`src/rtl/dcf77_frame_decoder.sv`:
```
// rtl/dcf77_frame_decoder.sv - DCF77 pulse-train decoder with frame checks and multi-frame confirmation
module dcf77_frame_decoder #(
    parameter int CLK_HZ           = 500,
    parameter bit PULSE_ACTIVE_LOW = 1'b1,
    parameter int CONFIRM_FRAMES   = 2
) (
    input  logic        clk,
    input  logic        nReset,
    input  logic        dcf_in,
    output logic [36:0] time_out,
    output logic        data_valid,
    output logic        frame_strobe,
    output logic        bit_strobe,
    output logic        bit_value,
    output logic [5:0]  err_flags
);

    localparam int T_MIN   = CLK_HZ * 40 / 1000;
    localparam int T_SPLIT = CLK_HZ * 150 / 1000;
    localparam int T_MAX   = CLK_HZ * 250 / 1000;
    localparam int T_GAP   = CLK_HZ * 1500 / 1000;
    localparam int T_LOST  = CLK_HZ * 2500 / 1000;
    localparam int PW      = $clog2(T_MAX + 2);
    localparam int PERW    = $clog2(T_LOST + 1);

    localparam logic [PW-1:0]   PULSE_SAT = PW'(T_MAX + 1);
    localparam logic [PERW-1:0] PER_SAT   = PERW'(T_LOST);
    localparam logic [PERW-1:0] PER_PRE   = PERW'(T_LOST - 1);
    localparam logic [2:0]      CONF      = 3'(CONFIRM_FRAMES);

    typedef enum logic {HUNT, RECEIVE} state_t;

    state_t           state;
    logic             sync1, sync2, act_d;
    logic             act, lead, trail, mark, loss;
    logic [PW-1:0]    pulse_cnt;
    logic [PERW-1:0]  period_cnt;
    logic             width_ok, decoded;
    logic [58:0]      sr;
    logic [5:0]       bit_cnt;
    logic             pulse_err;
    logic [2:0]       streak;
    logic [6:0]       prev_min;
    logic [6:0]       next_min;
    logic             digit_ok, range_ok, parity_ok;
    logic [3:0]       frame_flags;
    logic             frame_good, consec_ok;
    logic [2:0]       streak_new;
    logic [36:0]      time_new;
    logic             unused_bits;

    // Bits carrying weather/announcement data are received but never decoded
    assign unused_bits = ^{sr[16:0], sr[19]};

    // Polarity-corrected level and edge classification
    assign act   = PULSE_ACTIVE_LOW ? ~sync2 : sync2;
    assign lead  = act & ~act_d;
    assign trail = ~act & act_d;
    assign mark  = lead && (period_cnt >= PERW'(T_GAP));
    // A leading edge restarts the period, so it pre-empts a loss timeout
    assign loss  = ~lead && (period_cnt == PER_PRE);

    assign width_ok = (pulse_cnt >= PW'(T_MIN)) && (pulse_cnt <= PW'(T_MAX));
    assign decoded  = (pulse_cnt >= PW'(T_SPLIT));

    // Two-flop synchroniser plus edge-detect register, reset to the idle level
    always_ff @(posedge clk or negedge nReset) begin
        if (!nReset) begin
            sync1 <= PULSE_ACTIVE_LOW;
            sync2 <= PULSE_ACTIVE_LOW;
            act_d <= 1'b0;
        end else begin
            sync1 <= dcf_in;
            sync2 <= sync1;
            act_d <= act;
        end
    end

    // Saturating pulse-width and leading-edge period counters
    always_ff @(posedge clk or negedge nReset) begin
        if (!nReset) begin
            pulse_cnt  <= '0;
            period_cnt <= '0;
        end else begin
            if (lead)
                pulse_cnt <= PW'(1);
            else if (act)
                pulse_cnt <= (pulse_cnt == PULSE_SAT) ? PULSE_SAT : pulse_cnt + PW'(1);
            else
                pulse_cnt <= '0;

            if (lead)
                period_cnt <= PERW'(1);
            else if (period_cnt != PER_SAT)
                period_cnt <= period_cnt + PERW'(1);
        end
    end

    // Frame plausibility checks and BCD minute successor of the previous frame
    always_comb begin
        digit_ok = (sr[24:21] <= 4'd9) && (sr[32:29] <= 4'd9) && (sr[39:36] <= 4'd9) &&
                   (sr[48:45] <= 4'd9) && (sr[53:50] <= 4'd9) && (sr[57:54] <= 4'd9);
        range_ok = digit_ok &&
                   ({1'b0, sr[27:21]} <= 8'h59) &&
                   ({2'b0, sr[34:29]} <= 8'h23) &&
                   (sr[41:36] != 6'd0) && ({2'b0, sr[41:36]} <= 8'h31) &&
                   (sr[44:42] != 3'd0) &&
                   (sr[49:45] != 5'd0) && ({3'b0, sr[49:45]} <= 8'h12);
        parity_ok = sr[20] && !(^sr[28:21]) && !(^sr[35:29]) && !(^sr[58:36]);
        frame_flags = {~range_ok, ~parity_ok, (bit_cnt != 6'd59), pulse_err};
        frame_good  = (frame_flags == 4'd0);

        if (prev_min[3:0] == 4'd9) begin
            if (prev_min[6:4] == 3'd5)
                next_min = 7'h00;
            else
                next_min = {prev_min[6:4] + 3'd1, 4'd0};
        end else begin
            next_min = {prev_min[6:4], prev_min[3:0] + 4'd1};
        end
        consec_ok = (streak != 3'd0) && (sr[27:21] == next_min);

        if (streak == 3'd0)
            streak_new = 3'd1;
        else if (consec_ok)
            streak_new = (streak == CONF) ? CONF : streak + 3'd1;
        else
            streak_new = 3'd1;

        time_new = {sr[18], sr[17], sr[57:50], sr[49:45], sr[44:42], sr[41:36], sr[34:29], sr[27:21]};
    end

    // Decoder FSM: bit capture, minute-mark evaluation, streak and loss handling
    always_ff @(posedge clk or negedge nReset) begin
        if (!nReset) begin
            state        <= HUNT;
            sr           <= '0;
            bit_cnt      <= '0;
            pulse_err    <= 1'b0;
            streak       <= '0;
            prev_min     <= '0;
            time_out     <= '0;
            data_valid   <= 1'b0;
            frame_strobe <= 1'b0;
            bit_strobe   <= 1'b0;
            bit_value    <= 1'b0;
            err_flags    <= '0;
        end else begin
            frame_strobe <= 1'b0;
            bit_strobe   <= 1'b0;

            if (mark) begin
                frame_strobe <= 1'b1;
                if (state == RECEIVE) begin
                    err_flags <= {1'b0, frame_good && (streak != 3'd0) && !consec_ok, frame_flags};
                    if (frame_good) begin
                        streak   <= streak_new;
                        prev_min <= sr[27:21];
                        if (streak_new == CONF) begin
                            time_out   <= time_new;
                            data_valid <= 1'b1;
                        end else begin
                            data_valid <= data_valid && consec_ok;
                        end
                    end else begin
                        streak     <= '0;
                        data_valid <= 1'b0;
                    end
                end
                state     <= RECEIVE;
                bit_cnt   <= '0;
                pulse_err <= 1'b0;
            end else if (trail) begin
                if (!width_ok) begin
                    pulse_err <= 1'b1;
                end else begin
                    bit_value  <= decoded;
                    bit_strobe <= 1'b1;
                    if (bit_cnt < 6'd59)
                        sr[bit_cnt] <= decoded;
                    if (bit_cnt != 6'd60)
                        bit_cnt <= bit_cnt + 6'd1;
                end
            end

            if (loss) begin
                state      <= HUNT;
                data_valid <= 1'b0;
                streak     <= '0;
                err_flags  <= 6'b100000;
            end
        end
    end

endmodule

```
`config.mk`:
```
export PLATFORM = sky130hd
export DESIGN_NAME = dcf77_frame_decoder
export DESIGN_NICKNAME = d
export VERILOG_FILES = /design/src/rtl/dcf77_frame_decoder.sv
export SDC_FILE = /design/constraint.sdc
export NUM_CORES = 1
export LEC_CHECK = 0
export BUFFER_PORTS_ARGS = -buffer_cell sky130_fd_sc_hd__buf_2
export CAP_MARGIN = 30
export CORE_ASPECT_RATIO = 0.5
export CORE_MARGIN = 2
export CORE_UTILIZATION = 50
export CTS_CLUSTER_SIZE = 28
export DETAILED_ROUTE_END_ITERATION = 8
export GPL_TIMING_DRIVEN = 0
export PLACE_DENSITY = 0.66
export SLEW_MARGIN = 20
export SYNTH_ARGS = -nofsm -noshare
export SYNTH_HDL_FRONTEND = slang
export SYNTH_SLANG_ARGS = --single-unit
```
`constraint.sdc`:
```
create_clock -name clk -period 4 [get_ports clk]
set_clock_uncertainty 0.2 [all_clocks]
set_input_delay 0.2 -clock clk [delete_from_list [all_inputs] [get_ports clk]]
set_output_delay 0.2 -clock clk [all_outputs]
set_load 0.005 [all_outputs]
```
After elaboration in Yosys (flattened, before gate mapping)
Cells that the tools add are included.

cells by class
  bitwise operators = 8
  equality and inequality tests = 11
  reductions and logical operators = 49
  muxes and demuxes = 38
  add/subtract/negate cells = 6
  magnitude comparators = 17

operators by type and width
  kind                                                                  number
  bitwise mux 59 bit                                                    1
  two-way mux 6 bit                                                     7
  two-way mux 7 bit                                                     5
  less-or-equal comparator 4 bit (second input constant)                6
  logical AND 1 bit                                                     23
  parity 23 bit                                                         1
  two-way mux 11 bit                                                    2
  two-way mux 3 bit                                                     7
  two-way mux 1 bit                                                     15
  less-or-equal comparator 7 bit (second input constant)                2
  less-or-equal comparator 6 bit (second input constant)                2
  != test 6 bit (second input constant)                                 2
  nonzero test 2 bit                                                    6
  adder 11 x 1 -> 11 bit (second input constant)                        1
  equality test 11 bit (second input constant)                          1
  greater-or-equal comparator 11 x 10 -> 1 bit (second input constant)  1
  != test 11 bit (second input constant)                                1
  AND reduction 3 bit                                                   3
  AND reduction 4 bit                                                   2
  parity 8 bit                                                          1
  adder 7 x 1 -> 7 bit (second input constant)                          1
  equality test 7 bit                                                   1
  equality test 7 bit (second input constant)                           1
  greater-or-equal comparator 7 x 5 -> 1 bit (second input constant)    1
  23 further kinds                                                      36

storage, ports and cells
  input bits = 3
  output and inout bits = 47
  logic and storage cells = 146
  register bits = 145

Longest topological paths before layout
Gate-level depths: netlist of the first run.

  depth in word-level cells = 20
  gate-level depth with buffers = 12
  depth with buffers taken out = 9

Worst setup path after synthesis of the first run
OpenSTA, ideal clock, no wires.

  path type = flip-flop to flip-flop
  start point = reg sr[38]
  end point = reg time_out[29]
  clock period less this slack = 3.152 ns
  setup time = 0.127 ns
  arrival time = 2.825 ns
  cell stages (with the launch flop) = 12
  buffers on the path = 2
  required time = 3.673 ns
  slack = 0.848 ns
  cells stage by stage = dfrtp_1 > inv_1 > ha_1 > xnor3_1 > xnor3_1 > xnor2_1 > nor3_1 > nand4_2 > nor4b_4 > buf_6 > buf_12 > mux2_1

on the way
  longest elaborated chain between the ends = 15
  elaborated cells on any way between the ends = 21
  classes of those cells = order compare (2); bitwise (2); reduce/logical (17)

ends and longest elaborated chain
  element                                 RTL line  RTL
  start, declared                         39        logic [58:0] sr;
  start signal, assigned by index         180       sr[bit_cnt] <= decoded;
  less-or-equal comparator 4 bit          101       digit_ok = (sr[24:21] <= 4'd9) && (sr[32:29] <= 4'd9) && (sr[39:36] <= 4'd9) &&
  logical AND 1 bit (2 in series)         101
  logical AND 1 bit (2 in series)         102       (sr[48:45] <= 4'd9) && (sr[53:50] <= 4'd9) && (sr[57:54] <= 4'd9);
  logical AND 1 bit                       103       range_ok = digit_ok &&
  logical AND 1 bit                       104       ({1'b0, sr[27:21]} <= 8'h59) &&
  logical AND 1 bit                       105       ({2'b0, sr[34:29]} <= 8'h23) &&
  logical AND 1 bit (2 in series)         106       (sr[41:36] != 6'd0) && ({2'b0, sr[41:36]} <= 8'h31) &&
  logical AND 1 bit                       107       (sr[44:42] != 3'd0) &&
  logical AND 1 bit                       108       (sr[49:45] != 5'd0) && ({3'b0, sr[49:45]} <= 8'h12);
  inverter 1 bit                          110       frame_flags = {~range_ok, ~parity_ok, (bit_cnt != 6'd59), pulse_err};
  logical NOT 4 bit *                     111       frame_good = (frame_flags == 4'd0);
  AND reduction 4 bit (no source line) *  --
  end signal, assigned                    160       time_out <= time_new;
  end, declared                           10        output logic [36:0] time_out,

Mark *: on every way between the ends. The rest lies on a longest branch, timed or not.
A chain may end at the register's enable or synchronous reset.

Worst setup path in the final report of the first run
Ends and elaborated chain as after synthesis.

==> results_dict.tcl, run 1 <==
set metrics [dict create \
    outcome "complete, no violations" \
    syn_to_final_growth_pct 17.60 \
    cts_tree "built" \
    via_per_inst 5.330 \
    dp_hpwl_mm 9.916 \
    tightest_slew_ps 886.8 \
    worst_setup_path_end_kind "flip-flop" \
    hold_violations 0 \
    root_buffer "clkbuf_16" \
    io_buffers 49 \
    ys_seq_area_frac 0.4661 \
    hold_class "primary input to async pin" \
    antenna_found_initial 0 \
    drt_wl_total_mm 14.23 \
    vias 4696 \
    core-area_sq_mm 0.01344 \
    multi_input_area_sq_mm 0.003359 \
    final_net_count 741 \
    first_pass_iters 4 \
    crit_fanout 10 \
    required_ps 4090 \
    syn_inst 620 \
    seq_area_sq_mm 0.003181 \
    fillCellCount 1106 \
    fp-row-count 30 \
    finalPower_mw 3.124 \
    synth.distinct_cells 57 \
    final_layout_size_suffix_gt1_frac 0.2567 \
    p_int_mw 2.485 \
    slew_headroom 0.4075 \
    h-tree-depth 4 \
    grt_pass1_wl_mm 23.55 \
    layout.cells.non_filler 881 \
    critPathKind "flip-flop to flip-flop" \
    fmax_mhz 271.5 \
    seqPwrFrac 0.426 \
    die_x_microns 169.2 \
    p_clk_frac 0.548 \
    combPwrFrac 0.025 \
    ys_async_sr_fraction 1.000 \
    clk_pin_slew_ps 60 \
    ys_warn_count 0 \
    ir_worst_vdd_mv 0.2637 \
    die_area_sq_mm 0.01466 \
    critPathArrivalTime_ps 3770 \
    syn_area_sq_mm 0.006824 \
    drtIter0Drc 280 \
    syn_avg_cell_area_sq_um 11.01 \
    drtAntennaViolNets 0 \
    start_kind "flip-flop" \
    die_h_microns 86.61 \
    rsz0062_at_grt "no" \
    tns_ps 0 \
    r2r-start "sr[38]" \
    ys_seq_elements 127 \
    swShare 0.2048 \
    grt_pass1_vias 4536 \
    post-route-min-period_ps 3683 \
    grtUsageTotal 0.2099 \
    diodes 0 \
    numCtsBuffers 17 \
    max-cap-violations 0 \
    synth_edf_count 0 \
    overflow 0 \
    p_per_area_mw_per_mm2 389.3 \
    p_switching_mw 0.6399 \
    initial_core_util 0.5078 \
    drc_errors 0 \
    dpl.cell_count 846 \
    setup_viol 0 \
    fin_crit_sh 0.9209 \
    drv_slew 0 \
    leakage_nw 3.872 \
    place.gp.congestion 0.8328 \
    io_pins 50 \
    postCtsSetupRepairBufs 0 \
    grt_start_max_net_pins 81 \
    worstSetupStartpoint "sr[38]" \
    clkLatencyLatePin_ps 410 \
    synth_nets 669 \
    ys_dominant_reg_cell "dfrtp_1" \
    clock_sinks 127 \
    post_drt_wl_per_cell_microns 16.15 \
    clock_path_buffers 2 \
]
==> repair_timing <==
item / in CTS / in global routing
endpoints found under the setup margin: 0 / 19
gates resized for setup: 0 / 2
endpoints found under the hold margin: 128 / 0
hold buffers: 2 / 0
==> flip-flops by register name, indices dropped and copies added (netlist names), 3 cells and up <==
signal and flops:
sr 41, streak 3, prev_min 7, time_out 37
bit_cnt 6, pulse_cnt 7, err_flags 6, period_cnt 11
==> cell type report <==
type	instances	area share
well taps	176	0.02744
inverters	43	0.02011
clock inverters	11	0.02307
repair buffers	53	0.03835
multi-input cells	425	0.4186
clock buffers	21	0.05862
flip-flops and latches	127	0.3963
plain buffers	25	0.01746
==> worst paths after layout <==
path                            endpoint  slack [ps]  cells past startpoint
max                         time_out[29]         320                     11
min                        period_cnt[2]          70                      2
max reg2reg                 time_out[29]         320                     11
min reg2reg                        sync2         150                      0
max in group asynchronous    prev_min[6]        2810                      3
min in group clk                   sync2         150                      0
==> routing by layer <==
layer	routed length [microns]	GRT usage
met1	7231	0.3124
met5	0	0
met2	6126	0.3109
met4	170	0.06449
met3	702	0.04110
==> power groups by stage <==
stage / clock, mW / sequential, mW / combinational [mW]
final: 1.71 / 1.33 / 0.0791
after global routing: 1.81 / 1.34 / 0.0958
after CTS: 1.74 / 1.33 / 0.0837
after detailed placement: 0 / 1.35 / 0.0798
after global placement: 0 / 1.35 / 0.0735
after floorplan: 0 / 1.35 / 0.0408
==> cell usage in the layout, fill, tap and decap left out, types with 10 or more instances in the layout <==
cell	Yosys	layout
dfrtp_1	125	125
nand2_1	69	69
mux2_2	64	64
buf_2	2	50
ha_1	46	46
inv_1	42	42
nor2_1	40	40
nand3_1	25	25
o21ai_0	23	23
xnor2_1	23	23
clkbuf_1	17	18
mux2_4	17	17
clkbuf_16	0	17
nand4_1	12	12
a21oi_1	10	10
and3_1	10	10
==> stage by stage <==
step	hold slack [ps]	utilization	instance area, sq um	setup WS (ps)
floorplan	-295.6	-	6824	847.8
global placement	106.1	0.5425	7289	142.5
detailed placement	-67.82	0.5457	7333	44.68
CTS	87.42	0.5960	8009	6.205
global route	113.1	0.5972	8025	81.70
finish	74.83	0.5972	8025	316.5
==> kinds of logic after synthesis <==
logic type,share of synthesized area
buffers and inverters,0.04419
AND/OR/NAND/NOR,0.1434
adder cells (fa/ha/maj),0.08434
XOR/XNOR,0.04969
multiplexers,0.1492
flip-flops,0.4661
AO/OA/AOI/OAI,0.06308
==> Yosys cell counts (all sizes together) (2+ instances only) <==
cell type,n,share of area
a211oi,4,0.0044
a21oi,10,0.0073
a22o,6,0.0077
and3,10,0.0092
buf,8,0.011
clkbuf,17,0.0094
dfrtp,125,0.46
dfstp,2,0.0077
ha,46,0.084
inv,43,0.024
mux2,83,0.15
mux2i,2,0.0029
nand2,69,0.038
nand2b,5,0.0046
nand3,25,0.018
nand3b,2,0.0022
nand4,14,0.015
nor2,40,0.022
nor2b,8,0.0073
nor3,10,0.0073
nor3b,5,0.0055
nor4,2,0.0018
nor4b,2,0.0048
o211ai,3,0.0033
o21ai,23,0.017
o32ai,2,0.0026
or4,2,0.0022
xnor2,23,0.030
xnor3,3,0.0099
xor2,8,0.010
==> worst max-delay path, cell delays in order (launching register included) <==
cell and delay [ps]:
dfrtp_1 390, inv_1 90, ha_1 350, xnor3_1 390, xnor3_1 230, xnor2_1 160
nor3_2 330, nand4_2 340, nor4b_4 350, buf_6 230, buf_12 160, mux2_1 330
(Power assumes the default switching activity.)
==> run 2, diff against run 1 <==
ABC_AREA = 1   (was unset)
==> run 2 against run 1 <==
Net effect: final area grew 4.0%; register-to-register slack improved by 780 ps; total power shrank 4.2%; sequential share of layout area shrank 1.5 points; sequential power barely moved; count of clock-buffer cells in the layout down 2; clock power decreased by 9%; via count grew 33%; global-route usage increased by 3.1 points; first-iteration DRC count grew 53%; critical path depth fell by 4; critical endpoint is now sr[35]; largest cell class unchanged.
==> results_dict.tcl, run 2 <==
set metrics [dict create \
    clk_pin_slew_ps 60 \
    h-tree-depth 4 \
    start_kind "flip-flop" \
    syn_to_final_growth_pct 15.88 \
    finalPower_mw 2.994 \
    combPwrFrac 0.034 \
    vias 6240 \
    clkLatencyLatePin_ps 420 \
    seqPwrFrac 0.444 \
    mostFrequentLayoutCells "nand2_1 (294), dfrtp_1 (125), inv_1 (118), nand3_1 (101), o21ai_0 (68)" \
    io_pins 50 \
    holdBufCountCts 2 \
    synth_nets 988 \
    fp-row-count 30 \
    syn_inst 939 \
    largestRegisters "sr: 41 flops, time_out: 37 flops, period_cnt: 11 flops" \
    p_switching_mw 0.7047 \
    leakage_nw 4.368 \
    max-cap-violations 0 \
    ys_dominant_reg_cell "dfrtp_1" \
    synth.distinct_cells 35 \
    outcome "complete, no violations" \
    setup_viol 0 \
    drv_slew 0 \
    grtUsageTotal 0.2414 \
    hold_violations 0 \
    die_area_sq_mm 0.01544 \
    ys_seq_elements 127 \
    die_h_microns 88.86 \
    initial_core_util 0.5213 \
    postCtsSetupRepairBufs 0 \
    critPathKind "flip-flop to flip-flop" \
    tightest_slew_ps 890.7 \
    post_drt_wl_per_cell_microns 14.16 \
    cts_tree "built" \
    fmax_mhz 345.0 \
    required_ps 4080 \
    core-area_sq_mm 0.01381 \
    syn_avg_cell_area_sq_um 7.668 \
    critPathArrivalTime_ps 2980 \
    ys_warn_count 0 \
    yosysMostFrequentCell "nand2_1" \
    first_pass_iters 7 \
    tns_ps 0 \
    diodes 0 \
    ys_top_cells_by_count "nand2_1 (294), dfrtp_1 (125), inv_1 (118)" \
    final_common_cell "nand2_1" \
    ys_async_sr_fraction 1.000 \
    timing.final.ws_setup_ps 1101 \
    overflow 0 \
    grt_start_max_net_pins 72 \
    post-route-min-period_ps 2899 \
    ir_worst_vdd_mv 0.2709 \
    ys_seq_area_frac 0.4417 \
    syn_area_sq_mm 0.007201 \
    synth_top_cell_by_area "dfrtp_1" \
    clock_sinks 127 \
    place.gp.congestion 0.9455 \
    worst_setup_path_end_kind "flip-flop" \
    ys_top_cells_by_area "dfrtp_1 (43%), nand2_1 (15%), ha_1 (8.0%), nand3_1 (7.0%), inv_1 (6.2%)" \
    drc_errors 0 \
    numCtsBuffers 17 \
    final_net_count 1061 \
    post-place-ws_ps 1131 \
    grt_pass1_wl_mm 28.93 \
    clock_path_buffers 2 \
    final_layout_size_suffix_gt1_frac 0.1210 \
    io_buffers 49 \
    drtAntennaViolNets 0 \
    cts-resized-gates 0 \
    p_per_area_mw_per_mm2 358.8 \
    slew_headroom 0.4062 \
    hold_class "primary input to async pin" \
    p_int_mw 2.289 \
    root_buffer "clkbuf_16" \
    grt_pass1_vias 5881 \
    largest_register "sr" \
    synth_top_area_share 0.4344 \
    synth_edf_count 0 \
    antenna_found_initial 0 \
    largest_reg_flops 41 \
    dp_hpwl_mm 12.73 \
    die_x_microns 173.7 \
    p_clk_frac 0.522 \
    via_per_inst 5.127 \
    rsz0062_at_grt "no" \
    drt_wl_total_mm 17.23 \
    crit_fanout 10 \
    fin_crit_sh 0.7247 \
    swShare 0.2354 \
    drtIter0Drc 429 \
]
==> run 2: changes by cell type after synthesis, moves of 17 or more <==
| cell | before | now |
|---|---|---|
| nand3_1 | 25 | 101 |
| inv_1 | 42 | 118 |
| nor2_1 | 40 | 60 |
| xnor2_1 | 23 | 4 |
| mux2_4 | 17 | 0 |
| o21ai_0 | 23 | 68 |
| nand2_1 | 69 | 294 |
| mux2_2 | 64 | 0 |
| a21oi_1 | 10 | 27 |
==> run 2: final timing paths <==
| path | start | endpoint | slack [ps] | depth (start not counted) |
|---|---|---|---|---|
| hold reg to reg | sync1 | sync2 | 160 | 0 |
| max in group asynchronous | nReset | sync2 | 2760 | 3 |
| hold / removal | nReset | streak[0] | 110 | 2 |
| min in group clk | sync1 | sync2 | 160 | 0 |
| setup / recovery | pulse_cnt[0] | sr[35] | 1100 | 7 |
| setup reg to reg | pulse_cnt[0] | sr[35] | 1100 | 7 |
==> run 2: cell type report <==
| class | instances | area, sq um |
|---|---|---|
| multi-input combinational | 665 | 3390 |
| tap | 192 | 240.2 |
| timing repair buffer | 54 | 312.8 |
| buffer | 22 | 161.4 |
| clock inverter | 13 | 137.6 |
| fill | 1300 | 5469 |
| clock buffer | 19 | 452.9 |
| sequential | 127 | 3181 |
| inverter | 125 | 469.2 |
==> run 2: power by group through the flow <==
stage	sequential (mW)	combinational, mW	clock (mW)
final	1.33	0.102	1.56
after global routing	1.33	0.123	1.65
after CTS	1.33	0.105	1.58
after detailed placement	1.35	0.103	0
after global placement	1.35	0.0941	0
after floorplan	1.35	0.0566	0
==> run 2: metal layers <==
metal	GRT usage	routed length, microns	share of wire	vias to the layer above
li1	-	-	-	3138
met1	0.3370	8577	0.50	2956
met2	0.3902	7594	0.44	125
met3	0.05026	900	0.052	21
met4	0.06188	161	0.0093	0
met5	0	0	0	-
==> run 2: through the flow <==
stage,utilization,std cells,cell area [sq um],hold slack [ps]
after floorplan,-,939,7201,-295.6
after global placement,0.5564,1180,7686,104.9
after detailed placement,0.5591,1181,7724,-38.43
after CTS,0.6034,1215,8334,117.4
after global routing,0.6041,1217,8344,146.8
final,0.6041,1217,8344,108.4
==> run 2: logic make-up (layout without fill, tap and decap cells) <==
family / after synthesis / count (layout) / synth area share
AOI/OAI and AO/OA: 109 / 109 / 0.08080
xor gates and xnor gates: 10 / 10 / 0.01216
adders and majority gates: 46 / 46 / 0.07993
buffers and inverters: 147 / 233 / 0.08757
DFF: 127 / 127 / 0.4417
and+or+nand+nor: 500 / 500 / 0.2978
==> run 2: worst max-delay path, cell delays in order (launching register included) <==
cell,delay (ps)
dfrtp_1,440
ha_1,250
or2_2,290
o21ai_0,200
nand3_1,340
nand2_1,430
clkbuf_1,410
o21ai_0,180
==> run 3, diff against run 2 <==
PLACE_DENSITY = 0.69   (was 0.66)
clock period = 2.5 ns   (was 4 ns; I/O delays follow)
==> run 3 against run 2 <==
Net effect: the flow now finishes with violations (setup timing); non-clock buffer count increased by 49; clock power increased by 62%; register-to-register slack got worse by 1100 ps; global-route usage increased by 0.96 points; hold slack got worse by 80 ps; routed wire length increased by 15%; critical endpoint is now time_out[35]; highest routed layer unchanged.
==> results_dict.tcl, run 3 (synthesis results as in run 2) <==
set metrics [dict create \
    grtUsageTotal 0.2510 \
    drv_slew 0 \
    die_h_microns 88.86 \
    rsz0062_at_grt "yes" \
    root_buffer "clkbuf_16" \
    layout.cells.non_filler 1266 \
    ir_worst_vdd_mv 0.4154 \
    routed.top_layer "met4" \
    worst_setup_path_end_kind "flip-flop" \
    clk_pin_slew_ps 60 \
    r2r-start "sr[21]" \
    drtAntennaViolNets 0 \
    clock_sinks 127 \
    dpl_cell_area_sq_mm 0.007724 \
    wl_met3_mm 1.137 \
    worstRegToRegCells 14 \
    start_kind "flip-flop" \
    post_drt_wl_per_cell_microns 15.66 \
    dp_hpwl_mm 12.65 \
    tightest_slew_ps 860.2 \
    cp_slowest_cell "dfrtp_2" \
    drt_wl_total_mm 19.83 \
    hold_class "primary input to async pin" \
    dpl.cell_count 1181 \
    via_per_inst 5.317 \
    r2r_end "time_out[35]" \
    grt_pass1_vias 6165 \
    fillCellCount 1114 \
    tns_ps -54.30 \
    initial_core_util 0.5213 \
    finalInstanceArea_sq_mm 0.009515 \
    diodes 0 \
    h-tree-depth 4 \
    r2r_setup_slack_ps -20 \
    grt_pass1_wl_mm 29.99 \
    cp_cell_sequence "buf_6, ha_1, nand2_1, o21ai_1, inv_1, nand2_2, nand3_1, nor2_2, nand3_2, nor2_8, nand2_8, clkbuf_16, nand2_4, nand2_2" \
    io_buffers 49 \
    hold_violations 0 \
    path_delay_family "simple AND/OR/NAND/NOR gates" \
    drc_errors 0 \
    slew_headroom 0.4221 \
    io_pins 50 \
    violations "setup timing" \
    setup_viol 7 \
    clkLatencyLatePin_ps 430 \
    grt_start_max_net_pins 100 \
    final_common_cell "nand2_1" \
    largest_register "sr" \
    drt-met1-wl_mm 9.240 \
    leakage_nw 4.800 \
    final_net_count 1110 \
    vias 6731 \
    required_ps 2610 \
    p_per_area_mw_per_mm2 505.9 \
    place.gp.congestion 0.8846 \
    post-route-min-period_ps 2524 \
    numCtsBuffers 17 \
    overflow 0 \
    critPathKind "flip-flop to flip-flop" \
    die_x_microns 173.7 \
    die_area_sq_mm 0.01544 \
    fmax_mhz 396.1 \
    max-cap-violations 0 \
    largestRegisters "sr: 41 flops, time_out: 37 flops, period_cnt: 11 flops" \
    crit_top_cell "nand2_2" \
    outcome "complete, but fails checks" \
    clock_path_buffers 2 \
    core-area_sq_mm 0.01381 \
    antenna_found_initial 0 \
    cts_tree "built" \
    crit_fanout 8 \
    syn_to_final_growth_pct 32.15 \
    timing.final.ws_setup_ps -24.46 \
    drtIter0Drc 531 \
    critPathArrivalTime_ps 2630 \
    final_layout_size_suffix_gt1_frac 0.2942 \
    mostFrequentLayoutCells "nand2_1 (242), dfrtp_1 (117), inv_1 (100), nand3_1 (79), o21ai_0 (61)" \
    fp-row-count 30 \
    path_buf_inv 3 \
    holdWs_ps 28.27 \
    cpPeakStageDelay_ps 400 \
    fin_crit_sh 1.010 \
    largest_reg_flops 41 \
    wl_met2_mm 9.127 \
    first_pass_iters 5 \
]
-- run 3: cell count changes in the layout (fill, tap and decap cells not counted), sizes merged --
cell	change
buf	+46
clkinv	-1
clkbuf	+4
inv	-1
clkinvlp	+1
-- run 3: stage by stage --
step           utilization  total power, mW  worst slack [ps]
3_5_place_dp        0.5591            2.327            -354.9
2_1_floorplan            -            2.248             268.7
5_1_grt             0.6889            4.950            -130.0
6_report            0.6889            4.814            -24.46
3_3_place_gp        0.5564            2.314            -607.8
4_1_cts             0.6264            4.825            -3.672
-- run 3: what timing repair did --
| item | CTS | global route |
|---|---|---|
| pin swaps | 5 | 49 |
| setup buffers | 18 | 27 |
| hold buffers | 3 | 0 |
| endpoints found under the setup margin | 83 | 83 |
| resized for setup | 42 | 147 |
| gates cloned | 0 | 5 |
| hold endpoints to repair | 128 | 0 |
-- run 3: final cells by class --
type | count | area [sq um] | area share
Multi-Input combinational cell | 665 | 4003 | 0.4206
Tap cell | 192 | 240.2 | 0.02525
Clock inverter | 12 | 135.1 | 0.01420
Buffer | 21 | 198.9 | 0.02091
Sequential cell | 127 | 3191 | 0.3353
Timing Repair Buffer | 104 | 822.0 | 0.08639
Inverter | 125 | 469.2 | 0.04931
Clock buffer | 20 | 456.7 | 0.04799
-- run 3: power breakdown --
part	internal, mW	total [mW]	switching (mW)
sequential	2.09	2.13	0.0398
combinational	0.0548	0.167	0.112
clock	1.52	2.52	0.994
total	3.67	4.81	1.15
-- run 3: worst max path at each step --
stage,depth (start not counted),start,end,slack [ps]
after floorplan,17,sr[38],time_out[26],270
after global placement,1,nReset,time_out[2],-610
after detailed placement,15,sr[21],time_out[27],-350
after CTS,17,sr[52],time_out[6],-4
after global routing,14,sr[21],time_out[31],-130
final,14,sr[21],time_out[35],-20
-- run 3: layer usage --
| layer | GRT usage | up-vias |
|---|---|---|
| li1 | - | 3251 |
| met1 | 0.3441 | 3246 |
| met2 | 0.4036 | 206 |
| met3 | 0.05584 | 28 |
| met4 | 0.08021 | 0 |
| met5 | 0 | - |
-- run 3: worst min-delay path, stage by stage --
cell and delay, ps:
dlygate4sd3_1 560, buf_8 140, buf_12 180
